`src/rtl/tcp_pkg.sv`:
```
// Shared TCP header constants: flag bit masks, fixed header length and the
// data-offset byte for an option-less 20-byte header.
package tcp_pkg;

    localparam logic [7:0] TCP_FLAG_FIN = 8'h01;
    localparam logic [7:0] TCP_FLAG_SYN = 8'h02;
    localparam logic [7:0] TCP_FLAG_RST = 8'h04;
    localparam logic [7:0] TCP_FLAG_PSH = 8'h08;
    localparam logic [7:0] TCP_FLAG_ACK = 8'h10;
    localparam logic [7:0] TCP_FLAG_URG = 8'h20;
    localparam logic [7:0] TCP_FLAG_ECE = 8'h40;
    localparam logic [7:0] TCP_FLAG_CWR = 8'h80;

    localparam int         TCP_HDR_LEN     = 20;
    localparam logic [7:0] TCP_DATA_OFFSET = 8'h50;

endpackage

```
`src/rtl/axis_intf.sv`:
```
// Byte-wide AXI-Stream bundle used for both the payload input and segment output.
interface axis_intf;

    logic [7:0] tdata;
    logic       tvalid;
    logic       tready;
    logic       tlast;

    modport MASTER (output tdata, output tvalid, output tlast, input tready);
    modport SLAVE  (input tdata, input tvalid, input tlast, output tready);

endinterface

```
`src/rtl/tcp_tx_hdr_serializer.sv`:
```
// Prepends a 20-byte TCP header to a payload stream; checksum is left zero for
// a later stage, and payload bytes pass straight through with no added latency.
module tcp_tx_hdr_serializer
    import tcp_pkg::*;
#(
    parameter int          MAX_PAYLOAD = 1460,
    parameter logic [15:0] URG_PTR     = 16'h0000
) (
    input  logic        i_clk,
    input  logic        i_rst_n,
    input  logic [15:0] i_src_port,
    input  logic [15:0] i_dst_port,
    input  logic [31:0] i_seq_number,
    input  logic [31:0] i_ack_number,
    input  logic [7:0]  i_flags,
    input  logic [15:0] i_window_size,
    input  logic        i_no_data,
    input  logic [15:0] i_payload_len,
    input  logic        i_hdr_valid,
    axis_intf.SLAVE     s_axis,
    axis_intf.MASTER    m_axis,
    output logic        o_packet_done,
    output logic        o_len_err
);

    typedef enum logic [1:0] {IDLE, HDR, PAYLOAD, DONE} state_t;

    localparam logic [15:0] MAX_LEN      = 16'(MAX_PAYLOAD);
    localparam logic [4:0]  HDR_LAST_IDX = 5'(TCP_HDR_LEN - 1);

    state_t      state;
    state_t      state_next;
    logic [4:0]  hdr_idx;
    logic [15:0] pay_cnt;
    logic [15:0] src_port;
    logic [15:0] dst_port;
    logic [31:0] seq_num;
    logic [31:0] ack_num;
    logic [7:0]  flags;
    logic [15:0] window;
    logic        no_data;
    logic [15:0] pay_len;

    logic        accept;
    logic        out_hs;
    logic        hdr_last;
    logic        pay_last;
    logic        hdr_only;
    logic [7:0]  hdr_byte;

    always_comb begin
        case (hdr_idx)
            5'd0:    hdr_byte = src_port[15:8];
            5'd1:    hdr_byte = src_port[7:0];
            5'd2:    hdr_byte = dst_port[15:8];
            5'd3:    hdr_byte = dst_port[7:0];
            5'd4:    hdr_byte = seq_num[31:24];
            5'd5:    hdr_byte = seq_num[23:16];
            5'd6:    hdr_byte = seq_num[15:8];
            5'd7:    hdr_byte = seq_num[7:0];
            5'd8:    hdr_byte = ack_num[31:24];
            5'd9:    hdr_byte = ack_num[23:16];
            5'd10:   hdr_byte = ack_num[15:8];
            5'd11:   hdr_byte = ack_num[7:0];
            5'd12:   hdr_byte = TCP_DATA_OFFSET;
            5'd13:   hdr_byte = flags;
            5'd14:   hdr_byte = window[15:8];
            5'd15:   hdr_byte = window[7:0];
            5'd18:   hdr_byte = URG_PTR[15:8];
            5'd19:   hdr_byte = URG_PTR[7:0];
            default: hdr_byte = 8'h00;
        endcase
    end

    // Acceptance is gated by i_rst_n so a header held during reset cannot pulse o_len_err.
    always_comb begin
        state_next    = state;
        m_axis.tvalid = 1'b0;
        m_axis.tdata  = 8'h00;
        m_axis.tlast  = 1'b0;
        s_axis.tready = 1'b0;
        o_packet_done = 1'b0;
        o_len_err     = 1'b0;
        accept        = 1'b0;
        out_hs        = 1'b0;
        hdr_last      = (hdr_idx == HDR_LAST_IDX);
        pay_last      = (pay_cnt == pay_len - 16'd1);
        hdr_only      = no_data || (pay_len == 16'd0);
        case (state)
            IDLE: begin
                if (i_hdr_valid && i_rst_n) begin
                    accept     = 1'b1;
                    o_len_err  = (i_payload_len > MAX_LEN);
                    state_next = HDR;
                end
            end
            HDR: begin
                m_axis.tvalid = 1'b1;
                m_axis.tdata  = hdr_byte;
                m_axis.tlast  = hdr_last && hdr_only;
                out_hs        = m_axis.tready;
                if (out_hs && hdr_last) begin
                    state_next = hdr_only ? DONE : PAYLOAD;
                end
            end
            PAYLOAD: begin
                m_axis.tvalid = s_axis.tvalid;
                m_axis.tdata  = s_axis.tdata;
                m_axis.tlast  = pay_last;
                s_axis.tready = m_axis.tready;
                out_hs        = s_axis.tvalid && m_axis.tready;
                if (out_hs) begin
                    o_len_err = (s_axis.tlast != pay_last);
                    if (pay_last) begin
                        state_next = DONE;
                    end
                end
            end
            DONE: begin
                o_packet_done = 1'b1;
                state_next    = IDLE;
            end
            default: state_next = IDLE;
        endcase
    end

    always_ff @(posedge i_clk or negedge i_rst_n) begin
        if (!i_rst_n) begin
            state <= IDLE;
        end else begin
            state <= state_next;
        end
    end

    // Header fields are snapshotted at accept so upstream may move on mid-segment.
    always_ff @(posedge i_clk or negedge i_rst_n) begin
        if (!i_rst_n) begin
            hdr_idx  <= '0;
            pay_cnt  <= '0;
            src_port <= '0;
            dst_port <= '0;
            seq_num  <= '0;
            ack_num  <= '0;
            flags    <= '0;
            window   <= '0;
            no_data  <= 1'b0;
            pay_len  <= '0;
        end else if (accept) begin
            hdr_idx  <= '0;
            pay_cnt  <= '0;
            src_port <= i_src_port;
            dst_port <= i_dst_port;
            seq_num  <= i_seq_number;
            ack_num  <= i_ack_number;
            flags    <= i_flags;
            window   <= i_window_size;
            no_data  <= i_no_data;
            pay_len  <= (i_payload_len > MAX_LEN) ? MAX_LEN : i_payload_len;
        end else if (out_hs) begin
            if (state == HDR) begin
                hdr_idx <= hdr_idx + 5'd1;
            end else begin
                pay_cnt <= pay_cnt + 16'd1;
            end
        end
    end

endmodule
```
`src/flat_wrapper.sv`:
```
// flat-port wrapper written by rule: the top's interface ports become plain ports
module tcp_tx_hdr_serializer_flat import tcp_pkg::*;
#(
    parameter int          MAX_PAYLOAD = 1460,
    parameter logic [15:0] URG_PTR     = 16'h0000
)
  (i_clk, i_rst_n, i_src_port, i_dst_port, i_seq_number, i_ack_number, i_flags, i_window_size, i_no_data, i_payload_len, i_hdr_valid, o_packet_done, o_len_err, s_axis_tdata, s_axis_tvalid, s_axis_tlast, s_axis_tready, m_axis_tdata, m_axis_tvalid, m_axis_tlast, m_axis_tready);
  axis_intf s_axis_i ();
  axis_intf m_axis_i ();
  input  logic i_clk;
  input  logic i_rst_n;
  input  logic [15:0] i_src_port;
  input  logic [15:0] i_dst_port;
  input  logic [31:0] i_seq_number;
  input  logic [31:0] i_ack_number;
  input  logic [7:0] i_flags;
  input  logic [15:0] i_window_size;
  input  logic i_no_data;
  input  logic [15:0] i_payload_len;
  input  logic i_hdr_valid;
  output logic o_packet_done;
  output logic o_len_err;
  input wire logic [$bits(s_axis_i.tdata)-1:0] s_axis_tdata;
  input wire logic [$bits(s_axis_i.tvalid)-1:0] s_axis_tvalid;
  input wire logic [$bits(s_axis_i.tlast)-1:0] s_axis_tlast;
  output wire logic [$bits(s_axis_i.tready)-1:0] s_axis_tready;
  output wire logic [$bits(m_axis_i.tdata)-1:0] m_axis_tdata;
  output wire logic [$bits(m_axis_i.tvalid)-1:0] m_axis_tvalid;
  output wire logic [$bits(m_axis_i.tlast)-1:0] m_axis_tlast;
  input wire logic [$bits(m_axis_i.tready)-1:0] m_axis_tready;
  assign s_axis_i.tdata = s_axis_tdata;
  assign s_axis_i.tvalid = s_axis_tvalid;
  assign s_axis_i.tlast = s_axis_tlast;
  assign s_axis_tready = s_axis_i.tready;
  assign m_axis_tdata = m_axis_i.tdata;
  assign m_axis_tvalid = m_axis_i.tvalid;
  assign m_axis_tlast = m_axis_i.tlast;
  assign m_axis_i.tready = m_axis_tready;
  tcp_tx_hdr_serializer #(.MAX_PAYLOAD(MAX_PAYLOAD), .URG_PTR(URG_PTR)) u_core (.i_clk(i_clk), .i_rst_n(i_rst_n), .i_src_port(i_src_port), .i_dst_port(i_dst_port), .i_seq_number(i_seq_number), .i_ack_number(i_ack_number), .i_flags(i_flags), .i_window_size(i_window_size), .i_no_data(i_no_data), .i_payload_len(i_payload_len), .i_hdr_valid(i_hdr_valid), .s_axis(s_axis_i), .m_axis(m_axis_i), .o_packet_done(o_packet_done), .o_len_err(o_len_err));
endmodule
```
`config.mk`:
```
export PLATFORM = sky130hd
export DESIGN_NAME = tcp_tx_hdr_serializer_flat
export DESIGN_NICKNAME = d
export VERILOG_FILES = /design/src/rtl/tcp_pkg.sv /design/src/rtl/axis_intf.sv /design/src/rtl/tcp_tx_hdr_serializer.sv /design/src/flat_wrapper.sv
export SDC_FILE = /design/constraint.sdc
export NUM_CORES = 1
export LEC_CHECK = 0
export ABC_CLOCK_PERIOD_IN_PS = 4000
export CORE_MARGIN = 3
export CORE_UTILIZATION = 45
export DETAILED_ROUTE_END_ITERATION = 10
export PLACE_DENSITY = 0.72
export REMOVE_ABC_BUFFERS = 1
export SLEW_MARGIN = 15
export SYNTH_ARGS = -nofsm -noshare
export SYNTH_HDL_FRONTEND = slang
export SYNTH_SLANG_ARGS = --single-unit
```
`constraint.sdc`:
```
create_clock -name i_clk -period 4 [get_ports i_clk]
set_input_delay 0.8 -clock i_clk [delete_from_list [all_inputs] [get_ports i_clk]]
set_output_delay 0.8 -clock i_clk [all_outputs]
set_load 0.03 [all_outputs]
```
* Word level (Yosys, flattened, before mapping)
Cells that the tools add are included.
** Operators by class
- Add/sub/neg operators :: 3
- Order comparisons :: 1
- Equal/unequal tests :: 26
- Muxes and demuxes :: 25
- Reductions and logical operators :: 13
** Operator list (number)
- case mux 8 bit (16 select lines) :: 1
- two-way mux 16 bit :: 4
- equality test 5 x 4 -> 1 bit (second input constant) :: 8
- equality test 5 x 3 -> 1 bit (second input constant) :: 4
- adder 16 x 1 -> 16 bit (second input constant) :: 1
- equality test 16 bit :: 1
- > comparator 16 x 11 -> 1 bit (second input constant) :: 1
- logical NOT 16 bit :: 1
- case mux 8 bit (2 select lines) :: 1
- subtractor 16 x 1 -> 16 bit (second input constant) :: 1
- two-way mux 5 bit :: 3
- equality test 5 x 2 -> 1 bit (second input constant) :: 2
- inequality test 2 x 1 -> 1 bit (second input constant) :: 5
- two-way mux 2 bit :: 4
- case mux 1 bit (2 select lines) :: 4
- case mux 2 bit (4 select lines) :: 1
- two-way mux 1 bit :: 7
- adder 5 x 1 -> 5 bit (second input constant) :: 1
- equality test 5 x 1 -> 1 bit (second input constant) :: 1
- equality test 5 bit (second input constant) :: 1
- logical NOT 5 bit :: 1
- equality test 2 bit (second input constant) :: 2
- logical AND 1 bit :: 4
- AND reduction 2 bit :: 2
- 6 further kinds :: 7
** Storage, ports and cells
- Bits in registers :: 160
- Input bits :: 151
- Output and inout port bits :: 13
- Word-level logic and storage cells :: 79

* Longest topological paths before layout
Gate-level depths: netlist of the first run.
- Depth in word-level cells :: 5
- Mapped depth :: 12
- Mapped depth without buffers :: 9

* Least setup slack after synthesis of the first run
OpenSTA, ideal clock, no wires.
- Path kind :: register to output
- Start :: reg u_core.pay_len[2]
- End :: out m_axis_tlast
- Data arrival time :: 3.041 ns
- Slack :: 0.159 ns
- Cell stages (with the launch flop) :: 10
- Path buffers :: 2
- Cell sequence :: dfrtp_1 > buf_6 > or4_1 > buf_2 > o41a_1 > or4_4 > nand3_2 > o211a_4 > nand3_1 > a21boi_0
** On the way
- Cells in the longest elaborated chain, start to end :: 4
- Elaborated cells on any way between the ends :: 6
** RTL lines
- start, declared :: line tcp_tx_hdr_serializer.sv:42 : logic [15:0] pay_len;
- start signal, assigned :: line tcp_tx_hdr_serializer.sv:158 : pay_len <= (i_payload_len > MAX_LEN) ? MAX_LEN : i_payload_len;
- parallel branches: the longest is 3 deep, another holds subtractor 16 x 1 -> 16 bit
- case mux 1 bit (2 select lines) * :: line tcp_tx_hdr_serializer.sv:89 : case (state)
- end, declared :: line flat_wrapper.sv:29 : output wire logic [$bits(m_axis_i.tlast)-1:0] m_axis_tlast;
Mark *: on every way between the ends.

* Worst setup path after layout of the first run
- Start :: reg u_core.pay_len[0]
- End :: out o_len_err
** On the way
- Cells in the longest elaborated chain, start to end :: 5
** RTL lines
- subtractor 16 x 1 -> 16 bit :: line tcp_tx_hdr_serializer.sv:87 : pay_last = (pay_cnt == pay_len - 16'd1);
- equality test 16 bit :: line tcp_tx_hdr_serializer.sv:87
- inequality test 1 bit :: line tcp_tx_hdr_serializer.sv:113 : o_len_err = (s_axis.tlast != pay_last);
- two-way mux 1 bit :: line tcp_tx_hdr_serializer.sv:112 : if (out_hs) begin
- case mux 1 bit (2 select lines) :: line tcp_tx_hdr_serializer.sv:89
- end, declared :: line flat_wrapper.sv:22 : output logic o_len_err;
No other way between the ends.

==> results_dict.tcl, run 1 <==
set metrics [dict create \
    ctsLongestPathBuffers 2 \
    violations "setup timing" \
    pre_cts_slack_ps -31.00 \
    critPathTopFamily "simple AND/OR/NAND/NOR gates" \
    synth-seq-cells 160 \
    crit_type "flip-flop to primary output" \
    switchingPower_mw 2.509 \
    drtIter0Drc 677 \
    grt_usage_pct 23.67 \
    irDropWorstVdd_uv 339.5 \
    cp_slowest_cell "or4b_4" \
    syn_inst 973 \
    hpwl_um 16510 \
    cts_max_level 4 \
    power.density_nw_per_um2 624.8 \
    cap_violations 0 \
    max_stage_delay_ps 460 \
    swShare_pct 37.11 \
    yosys_warnings 0 \
    clk_latency_ps 430 \
    ant_nets 0 \
    ys_types 59 \
    fp-row-count 48 \
    drc 0 \
    n_fill_cell 1497 \
    layout_setup_ws_ps -11.57 \
    synth_edf_count 0 \
    r2r-start "u_core.pay_len[0]" \
    worstPathRequired_ps 3200 \
    portBuffers 163 \
    clk_pin_slew_worst_paths_ps 60 \
    crit_start "u_core.pay_len[0]" \
    synth-async-reset-ratio_pct 100.0 \
    outcome "finished, violations left" \
    wire_per_inst_um 16.75 \
    numCtsBuffers 17 \
    antenna_found_initial 0 \
    p_comb_share_pct 36.4 \
    finalCriticalPeriod_ps 4012 \
    vias_per_cell 5.330 \
    first_pass_iters 5 \
    io_pins 164 \
    worst_ep_arrival_time_ps 3210 \
    area_growth_pct 33.06 \
    vias 7372 \
    gp_congestion 0.8574 \
    coreArea_um2 17480 \
    clock.fmax_ghz 0.2493 \
    avgSynthCellArea_um2 8.358 \
    r2r_slack_ps 1180 \
    r2r-end "u_core.state[0]" \
    critPathLaunchType "flip-flop" \
    crit_fanout 3 \
    setup_tns_ps -11.57 \
    finalCritPeriodShare_pct 100.3 \
    p_leak_nw 5.088 \
    ys.flop_type "dfrtp_1" \
    cp.buffers_inverters 2 \
    die-area_um2 19720 \
    setup_viol 1 \
    grt_max_degree 157 \
    path_cells "inv_2, ha_4, or4b_4, or4_4, nor3b_1, o31a_1, o211a_4, and3_1, a211o_1, buf_6" \
    crit_path_end "o_len_err" \
    skew_ps 7.796 \
    start_util_pct 46.53 \
    grt.overflow.total 0 \
    wirelength_um 23170 \
    relSlewSlack_pct 33.74 \
    slew_viol_final 0 \
    seqPwrFrac_pct 39.7 \
    final_hold_viol_count 0 \
    p_int_mw 4.252 \
    die_w_um 140.4 \
    die_y_um 140.4 \
    grt_pass1_vias 7190 \
    ctsHoldBuffers 0 \
    hold_path_class "input pin to async pin" \
    cts_sinks 160 \
    drive_gt1_share_pct 9.154 \
    cts_tree "yes" \
    yosysSeqAreaShare_pct 49.23 \
    cts.root.buffer_cell "clkbuf_16" \
    synth_area_um2 8133 \
    path_depth 10 \
    worstMarginPinSlew_ps 993.9 \
    antenna_cells 0 \
    grt_pass1_wl_um 37060 \
    pwr-share-clk_pct 23.9 \
    cp-end-kind "primary output" \
    nets 1307 \
    rsz0062_at_grt "yes" \
    ff2ff_path_depth 10 \
]
==> timing repair <==
action	CTS	global route
gates resized for setup	14	3
hold endpoints to repair	0	0
endpoints found under the setup margin	2	3
setup buffers	0	1
pin swaps	2	1
==> worst min path at each step <==
stage | cells after the start | to | slack [ps]
finish | 1 | u_core.pay_len[9] | 170
global route | 1 | u_core.state[0] | 160
CTS | 1 | u_core.state[0] | 160
detailed placement | 2 | u_core.flags[3] | 460
global placement | 2 | u_core.src_port[13] | 450
floorplan | 2 | u_core.src_port[4] | 440
==> cells in the final DEF (no fill, tap or decap), types with 19 or more instances in the layout <==
cell type,n
a21oi_1,21
o21ai_0,19
dfrtp_1,160
clkdlybuf4s50_1,153
nand2_1,408
nor2_1,57
mux2i_1,20
buf_4,46
==> cells by family (layout without fill, tap and decap cells) <==
group,count (synthesis),in the layout,share of synthesized area (%)
and+or+nand+nor,565,565,29.43
DFF,160,160,49.23
AOI/OAI and AO/OA,113,113,9.831
buffers and inverters,67,252,3.277
xor gates and xnor gates,34,34,3.661
muxes,23,23,2.877
adders and majority gates,11,11,1.692
==> Yosys cell counts, types with 8 or more instances <==
master / number / area share (%)
and3_1: 13 / 1.0
mux2i_1: 20 / 2.5
nand4_1: 10 / 0.77
nand2_1: 408 / 19
a22oi_1: 9 / 0.83
ha_1: 11 / 1.7
nor2_1: 57 / 2.6
a21oi_1: 21 / 1.3
nor2b_1: 9 / 0.69
nor3_1: 12 / 0.74
a22o_1: 8 / 0.86
inv_1: 14 / 0.65
clkbuf_1: 43 / 2.0
dfrtp_1: 160 / 49
o21ai_0: 19 / 1.2
nand3_1: 15 / 0.92
a221oi_1: 8 / 0.86
xnor2_1: 17 / 1.8
xor2_1: 17 / 1.8
==> state kept, by name, summed over array words and instances, names as in the netlist <==
name             flops
u_core.pay_cnt      16
u_core.hdr_idx       5
u_core.dst_port     16
u_core.no_data       1
u_core.window       16
u_core.flags         8
u_core.ack_num      32
u_core.pay_len      16
u_core.state         2
u_core.src_port     16
u_core.seq_num      32
==> layer usage <==
metal	vias up	global-route usage (%)	wire, um
li1	3571	-	-
met1	3475	31.96	10210
met2	283	38.28	10860
met3	43	4.507	1477
met4	0	8.414	623
met5	-	0	0
==> power by group through the flow <==
stage	Sequential, mW	Combinational, mW	Clock, mW
finish	2.68	2.46	1.61
CTS	2.67	2.46	1.64
global route	2.76	2.74	1.71
floorplan	2.62	1.46	0
global placement	2.66	2.38	0
detailed placement	2.69	2.43	0
==> area by class of cell <==
class                   instances  area [um2]  share of cell area (%)
clock inverters                15       160.2                   1.480
repair buffers                206        1991                   18.40
inverters                      14       52.55                  0.4856
multi-input cells             746        3908                   36.11
clock buffers                  17       425.4                   3.931
flip-flops and latches        160        4004                   37.00
well taps                     225       281.5                   2.601
==> through the flow <==
step / total power [mW] / instances / cell area, um2 / hold slack [ps] / util, %
6_report: 6.761 / 1383 / 10820 / 174.9 / 61.92
5_1_grt: 7.208 / 1383 / 10820 / 158.9 / 61.92
4_1_cts: 6.776 / 1382 / 10800 / 158.2 / 61.82
3_5_place_dp: 5.115 / 1350 / 10200 / 461.5 / 58.34
3_3_place_gp: 5.043 / 1350 / 10200 / 453.3 / 58.34
2_1_floorplan: 4.081 / 920 / 7919 / 437.6 / -
Note: power is estimated with default switching activity, not from simulation.
==> run 2, diff against run 1 <==
- CTS_CLUSTER_DIAMETER: unset -> 30
==> results of run 2 <==
No change in the layout: final DEF, timing and power equal those of run 1.
